==> src/rtl/bus_responder_6502.sv <==
// rtl/bus_responder_6502.sv - 6502C bus RAM responder with programmable read wait states
module bus_responder_6502 #(
  parameter logic [15:0] BASE_ADDR   = 16'h0200,
  parameter int          ADDR_BITS   = 8,
  parameter int          WAIT_STATES = 2
) (
  input  logic        clock,
  input  logic        RES_L,
  input  logic [15:0] extAB,
  input  logic        RW,
  input  logic        SYNC,
  input  logic [7:0]  dataIn,
  output logic [7:0]  dataOut,
  output logic        dataOE,
  output logic        RDY,
  output logic        hit,
  output logic [15:0] opFetchCount,
  output logic        protoErr
);

  localparam int             DEPTH       = 1 << ADDR_BITS;
  localparam int             WAIT_INIT_I = (WAIT_STATES > 0) ? WAIT_STATES - 1 : 0;
  localparam logic [2:0]     WAIT_INIT   = WAIT_INIT_I[2:0];

  typedef enum logic [1:0] {
    ST_IDLE,
    ST_WAIT,
    ST_DATA
  } state_t;

  state_t                 state_q, state_d;
  logic [15:0]            lat_addr_q, lat_addr_d;
  logic [2:0]             wait_cnt_q, wait_cnt_d;
  logic                   rdy_q, rdy_d;
  logic                   oe_q, oe_d;
  logic [7:0]             dout_q, dout_d;
  logic                   perr_q, perr_d;
  logic [15:0]            fetch_cnt_q;
  logic [7:0]             mem [DEPTH];
  logic [ADDR_BITS-1:0]   idx;
  logic [ADDR_BITS-1:0]   lat_idx;
  logic                   fetch_seen;

  assign hit        = (extAB[15:ADDR_BITS] == BASE_ADDR[15:ADDR_BITS]);
  assign idx        = extAB[ADDR_BITS-1:0];
  assign lat_idx    = lat_addr_q[ADDR_BITS-1:0];
  // A fetch counts only on a cycle the CPU actually completed, so a stalled fetch counts once.
  assign fetch_seen = SYNC && RW && rdy_q;

  assign dataOut      = dout_q;
  assign dataOE       = oe_q;
  assign RDY          = rdy_q;
  assign opFetchCount = fetch_cnt_q;
  assign protoErr     = perr_q;

  // RAM write port; contents survive reset, and non-blocking update gives read-before-write.
  always_ff @(posedge clock) begin
    if (RES_L && hit && !RW) begin
      mem[idx] <= dataIn;
    end
  end

  // Bus-cycle state register and registered bus outputs.
  always_ff @(posedge clock or negedge RES_L) begin
    if (!RES_L) begin
      state_q     <= ST_IDLE;
      lat_addr_q  <= 16'h0000;
      wait_cnt_q  <= 3'd0;
      rdy_q       <= 1'b1;
      oe_q        <= 1'b0;
      dout_q      <= 8'h00;
      perr_q      <= 1'b0;
      fetch_cnt_q <= 16'h0000;
    end else begin
      state_q     <= state_d;
      lat_addr_q  <= lat_addr_d;
      wait_cnt_q  <= wait_cnt_d;
      rdy_q       <= rdy_d;
      oe_q        <= oe_d;
      dout_q      <= dout_d;
      perr_q      <= perr_d;
      if (fetch_seen) begin
        fetch_cnt_q <= fetch_cnt_q + 16'd1;
      end
    end
  end

  // Next-state decode: start/finish reads, count wait states, flag address changes during a stall.
  always_comb begin
    state_d    = state_q;
    lat_addr_d = lat_addr_q;
    wait_cnt_d = wait_cnt_q;
    rdy_d      = rdy_q;
    oe_d       = 1'b0;
    dout_d     = dout_q;
    perr_d     = perr_q;
    case (state_q)
      ST_WAIT: begin
        if (RW) begin
          if (extAB != lat_addr_q) begin
            perr_d  = 1'b1;
            rdy_d   = 1'b1;
            state_d = ST_IDLE;
          end else if (wait_cnt_q != 3'd0) begin
            wait_cnt_d = wait_cnt_q - 3'd1;
          end else begin
            rdy_d   = 1'b1;
            dout_d  = mem[lat_idx];
            oe_d    = 1'b1;
            state_d = ST_DATA;
          end
        end
        // Write cycles during a stall leave the wait untouched; the RAM port handles the data.
      end
      default: begin
        rdy_d   = 1'b1;
        state_d = ST_IDLE;
        if (hit && RW) begin
          if (WAIT_STATES == 0) begin
            dout_d  = mem[idx];
            oe_d    = 1'b1;
            state_d = ST_DATA;
          end else begin
            lat_addr_d = extAB;
            rdy_d      = 1'b0;
            wait_cnt_d = WAIT_INIT;
            state_d    = ST_WAIT;
          end
        end
      end
    endcase
  end

endmodule

==> config.mk <==
export PLATFORM = sky130hd
export DESIGN_NAME = bus_responder_6502
export DESIGN_NICKNAME = d
export VERILOG_FILES = /design/src/rtl/bus_responder_6502.sv
export SDC_FILE = /design/constraint.sdc
export NUM_CORES = 2
export LEC_CHECK = 0
export CORE_ASPECT_RATIO = 1.1
export CORE_MARGIN = 2
export CORE_UTILIZATION = 50
export CTS_CLUSTER_DIAMETER = 120
export CTS_CLUSTER_SIZE = 8
export DETAILED_ROUTE_END_ITERATION = 8
export PLACE_DENSITY = 0.65
export SETUP_SLACK_MARGIN = 0.02
export SYNTH_ARGS = -nofsm -noshare
export SYNTH_HDL_FRONTEND = slang
export SYNTH_SLANG_ARGS = --single-unit
==> constraint.sdc <==
create_clock -name clock -period 2.55 [get_ports clock]
set_input_delay 0.255 -clock clock [delete_from_list [all_inputs] [get_ports clock]]
set_output_delay 0.255 -clock clock [all_outputs]
set_load 0.01 [all_outputs]
==> metrics.cfg <==
[worst_setup_path]
end_kind = flip-flop
slowest_stage = dfrtp_4
cpLargestDelayFamily = simple AND/OR/NAND/NOR gates
start_kind = flip-flop
worstSetupPathType = reg -> reg
path_max_fanout = 13
worstPathRequired_ns = 3.37
rr_worst_depth = 11
cp_num_buf_inv = 4
cp_common_cell = buf_4
worstPathArrival_ns = 3.75
timing.rr.end = dataOut[5]
reg2reg_slack_ns = -0.38
path_cells = buf_4 > nand2b_4 > buf_12 > buf_4 > o221ai_1 > a21oi_1 > nor3_2 > nor3_1 > buf_4 > or4_4 > o211ai_2
slowest_delay_ns = 0.58
r2r_start = lat_addr_q[1]

[floorplan]
boundaryPins = 56
row_count = 156
core_area_mm2 = 0.1642
die_w_um = 391.4
die_area_mm2 = 0.1683
initial_utilization_pct = 50.27
die_y_um = 430.1

[clock_tree]
path_clk_slew_ns = 0.05
numCtsBuffers = 311
clockRootBuffer = clkbuf_16
cts_buffer_depth = 4
cts_tree = built
clock_sinks = 2096
clk_latency_ns = 0.91
h-tree-depth = 5

[yosys]
ys_top_cells_by_area = edfxtp_1 (75%), mux4_2 (9.5%), mux2i_1 (3.9%)
synth_fp_nets = 4221
yosys.area.top_type = edfxtp_1
ys_seq_area_share_pct = 75.98
synth_edf_count = 2048
ys_types = 85
synth_seq_cells = 2096
synth_top_area_share_pct = 74.52
synth_cells = 4190
synth_area_mm2 = 0.08253
synthFlopType = edfxtp_1
ys_async_sr_fraction_pct = 2.290
yosys_warnings = 0
postSynthAreaPerCell_um2 = 19.70

[finish]
layout.cells.non_filler = 7563
layout_commonest_cell = edfxtp_1
drive_above_1_share_pct = 34.78
fin_util_pct = 62.53
final_nets = 5297
layout_common_cells = edfxtp_1 (2048), buf_4 (793), mux4_2 (348), clkbuf_16 (319), mux2i_1 (316)
synthToLayoutAreaGrowth_pct = 24.38
antenna_cells = 0

[global_route]
busiest_layer = met2
met3_usage_pct = 5.347
grt_use_total_pct = 27.21
met2_usage_pct = 43.14
antenna_found_initial = 1
grt_pass1_wl_um = 328800
grt.overflow.total = 0
use_met1_pct = 37.03
grt_max_degree = 111
grt_pass1_vias = 46718

[pwr]
ir_worst_vdd_mv = 0.7712
swShare_pct = 20.55
p_comb_share_pct = 5.2
total_power_mw = 77.84
clockPowerShare_pct = 45.9
seqPwrFrac_pct = 48.9
power_density_mw_per_mm2 = 758.3
switchingPower_mw = 16.00
leakage_nw = 33.49
p_int_mw = 61.84

[detailed_routing]
vias_per_cell = 6.119
wl_per_cell_um = 30.03
drt-total-wl_um = 227100
drt_iter0_drc = 5790
drc = 0
first_pass_iters = 6
vias = 46277
antenna_left = 0

[sta]
slew_headroom_pct = 47.25
hold_violations = 0
worstMarginPinSlew_ns = 0.7913
rsz0062_at_grt = true
period_share_pct = 115.1
slew_violations = 0
fin_skew_ns = 0.05347
period_minus_slack_ns = 2.934
setup_viol = 11
setup_ws_ns = -0.3842
fmax_ghz = 0.3408

[place]
dp_hpwl_um = 148600
gp_congestion = 0.8957
dp_cells = 7096
port-buffer-count = 55

[outcome]
status = finished with violations
violations = setup timing

[job]
drv_cap = 0

[min_path]
min-delay-path-class = in -> async

stage by stage:
step           hold WS (ns)  worst slack, ns  cell area, um^2  TNS, ns
2_1_floorplan      -0.04059         -0.06831            82550   -14.79
3_3_place_gp         0.4631           -1.521            92200  -718.47
3_5_place_dp         0.4652          -0.9723            92210  -803.89
4_1_cts             0.03321          -0.4100           102200   -3.224
5_1_grt              0.1072          -0.4654           102600   -3.977
6_report            0.08446          -0.3842           102600   -3.193
timing repair:
| item | CTS | global route |
|---|---|---|
| gates resized for setup | 218 | 64 |
| buffers inserted | 44 | 16 |
| cloned | 5 | 0 |
| setup endpoints to repair | 11 | 13 |
| pin swaps | 54 | 22 |
| hold buffers | 9 | 0 |
| hold endpoints to repair | 553 | 0 |
registers in the layout, summed over array words and instances, names as in the netlist:
register,cells
state_q,2
dataOut,8
opFetchCount,16
RDY,1
wait_cnt_q,3
dataOE,1
lat_addr_q,16
protoErr,1
mem,2048
worst max-delay path by stage:
| stage | start | endpoint | depth (start not counted) |
|---|---|---|---|
| 2_1_floorplan | extAB[12] | mem[220][0] | 8 |
| 3_3_place_gp | lat_addr_q[0] | dataOut[3] | 11 |
| 3_5_place_dp | extAB[6] | dataOut[3] | 10 |
| 4_1_cts | lat_addr_q[0] | dataOut[5] | 10 |
| 5_1_grt | lat_addr_q[0] | dataOut[2] | 14 |
| 6_report | lat_addr_q[1] | dataOut[5] | 11 |
synth_stat cells (all sizes together) (35+ instances only):
cell type     n
edfxtp     2048
nand2       127
nor2        295
o22ai       106
buf         170
nand3        35
mux2         61
a211oi       49
clkbuf       87
dfrtp        47
o221ai       91
mux2i       319
o21ai        57
mux4        348
a21oi        63
nor3         46
logic make-up after synthesis:
| group | count (synthesis) | synth area share (%) |
|---|---|---|
| adders and majority gates | 3 | 0.04549 |
| DFF | 2096 | 75.98 |
| xor gates and xnor gates | 31 | 0.3381 |
| AOI/OAI and AO/OA | 447 | 3.807 |
| muxes | 728 | 14.20 |
| and+or+nand+nor | 618 | 3.452 |
| buffers and inverters | 267 | 2.180 |
layout make-up:
cell class	count	area (um^2)
Clock buffer	396	8272
Inverter	10	48.80
Fill cell	11166	61500
Timing Repair Buffer	1020	9691
Clock inverter	2	17.52
Sequential cell	2096	62720
Multi-Input combinational cell	1827	19130
Tap cell	2212	2768
power groups by stage:
stage          registers, mW  clock network (mW)  logic, mW
2_1_floorplan           38.7                   0       1.71
3_3_place_gp            38.7                   0       3.67
3_5_place_dp            38.7                   0       3.72
4_1_cts                 38.0                36.1       4.00
5_1_grt                 38.0                37.6       4.27
6_report                38.0                35.7       4.08
layer usage:
metal / vias to the layer above / share of wire [%]
met4: 2 / 4.4
li1: 19308 / -
met5: - / 0.0057
met3: 499 / 9.0
met2: 2405 / 48
met1: 24063 / 38
tightest hold or removal path, delay by kind of cell:
family,cells,cell delay [ns]
buf+inv,3,1.14
Power figures use the tool's default switching activity.
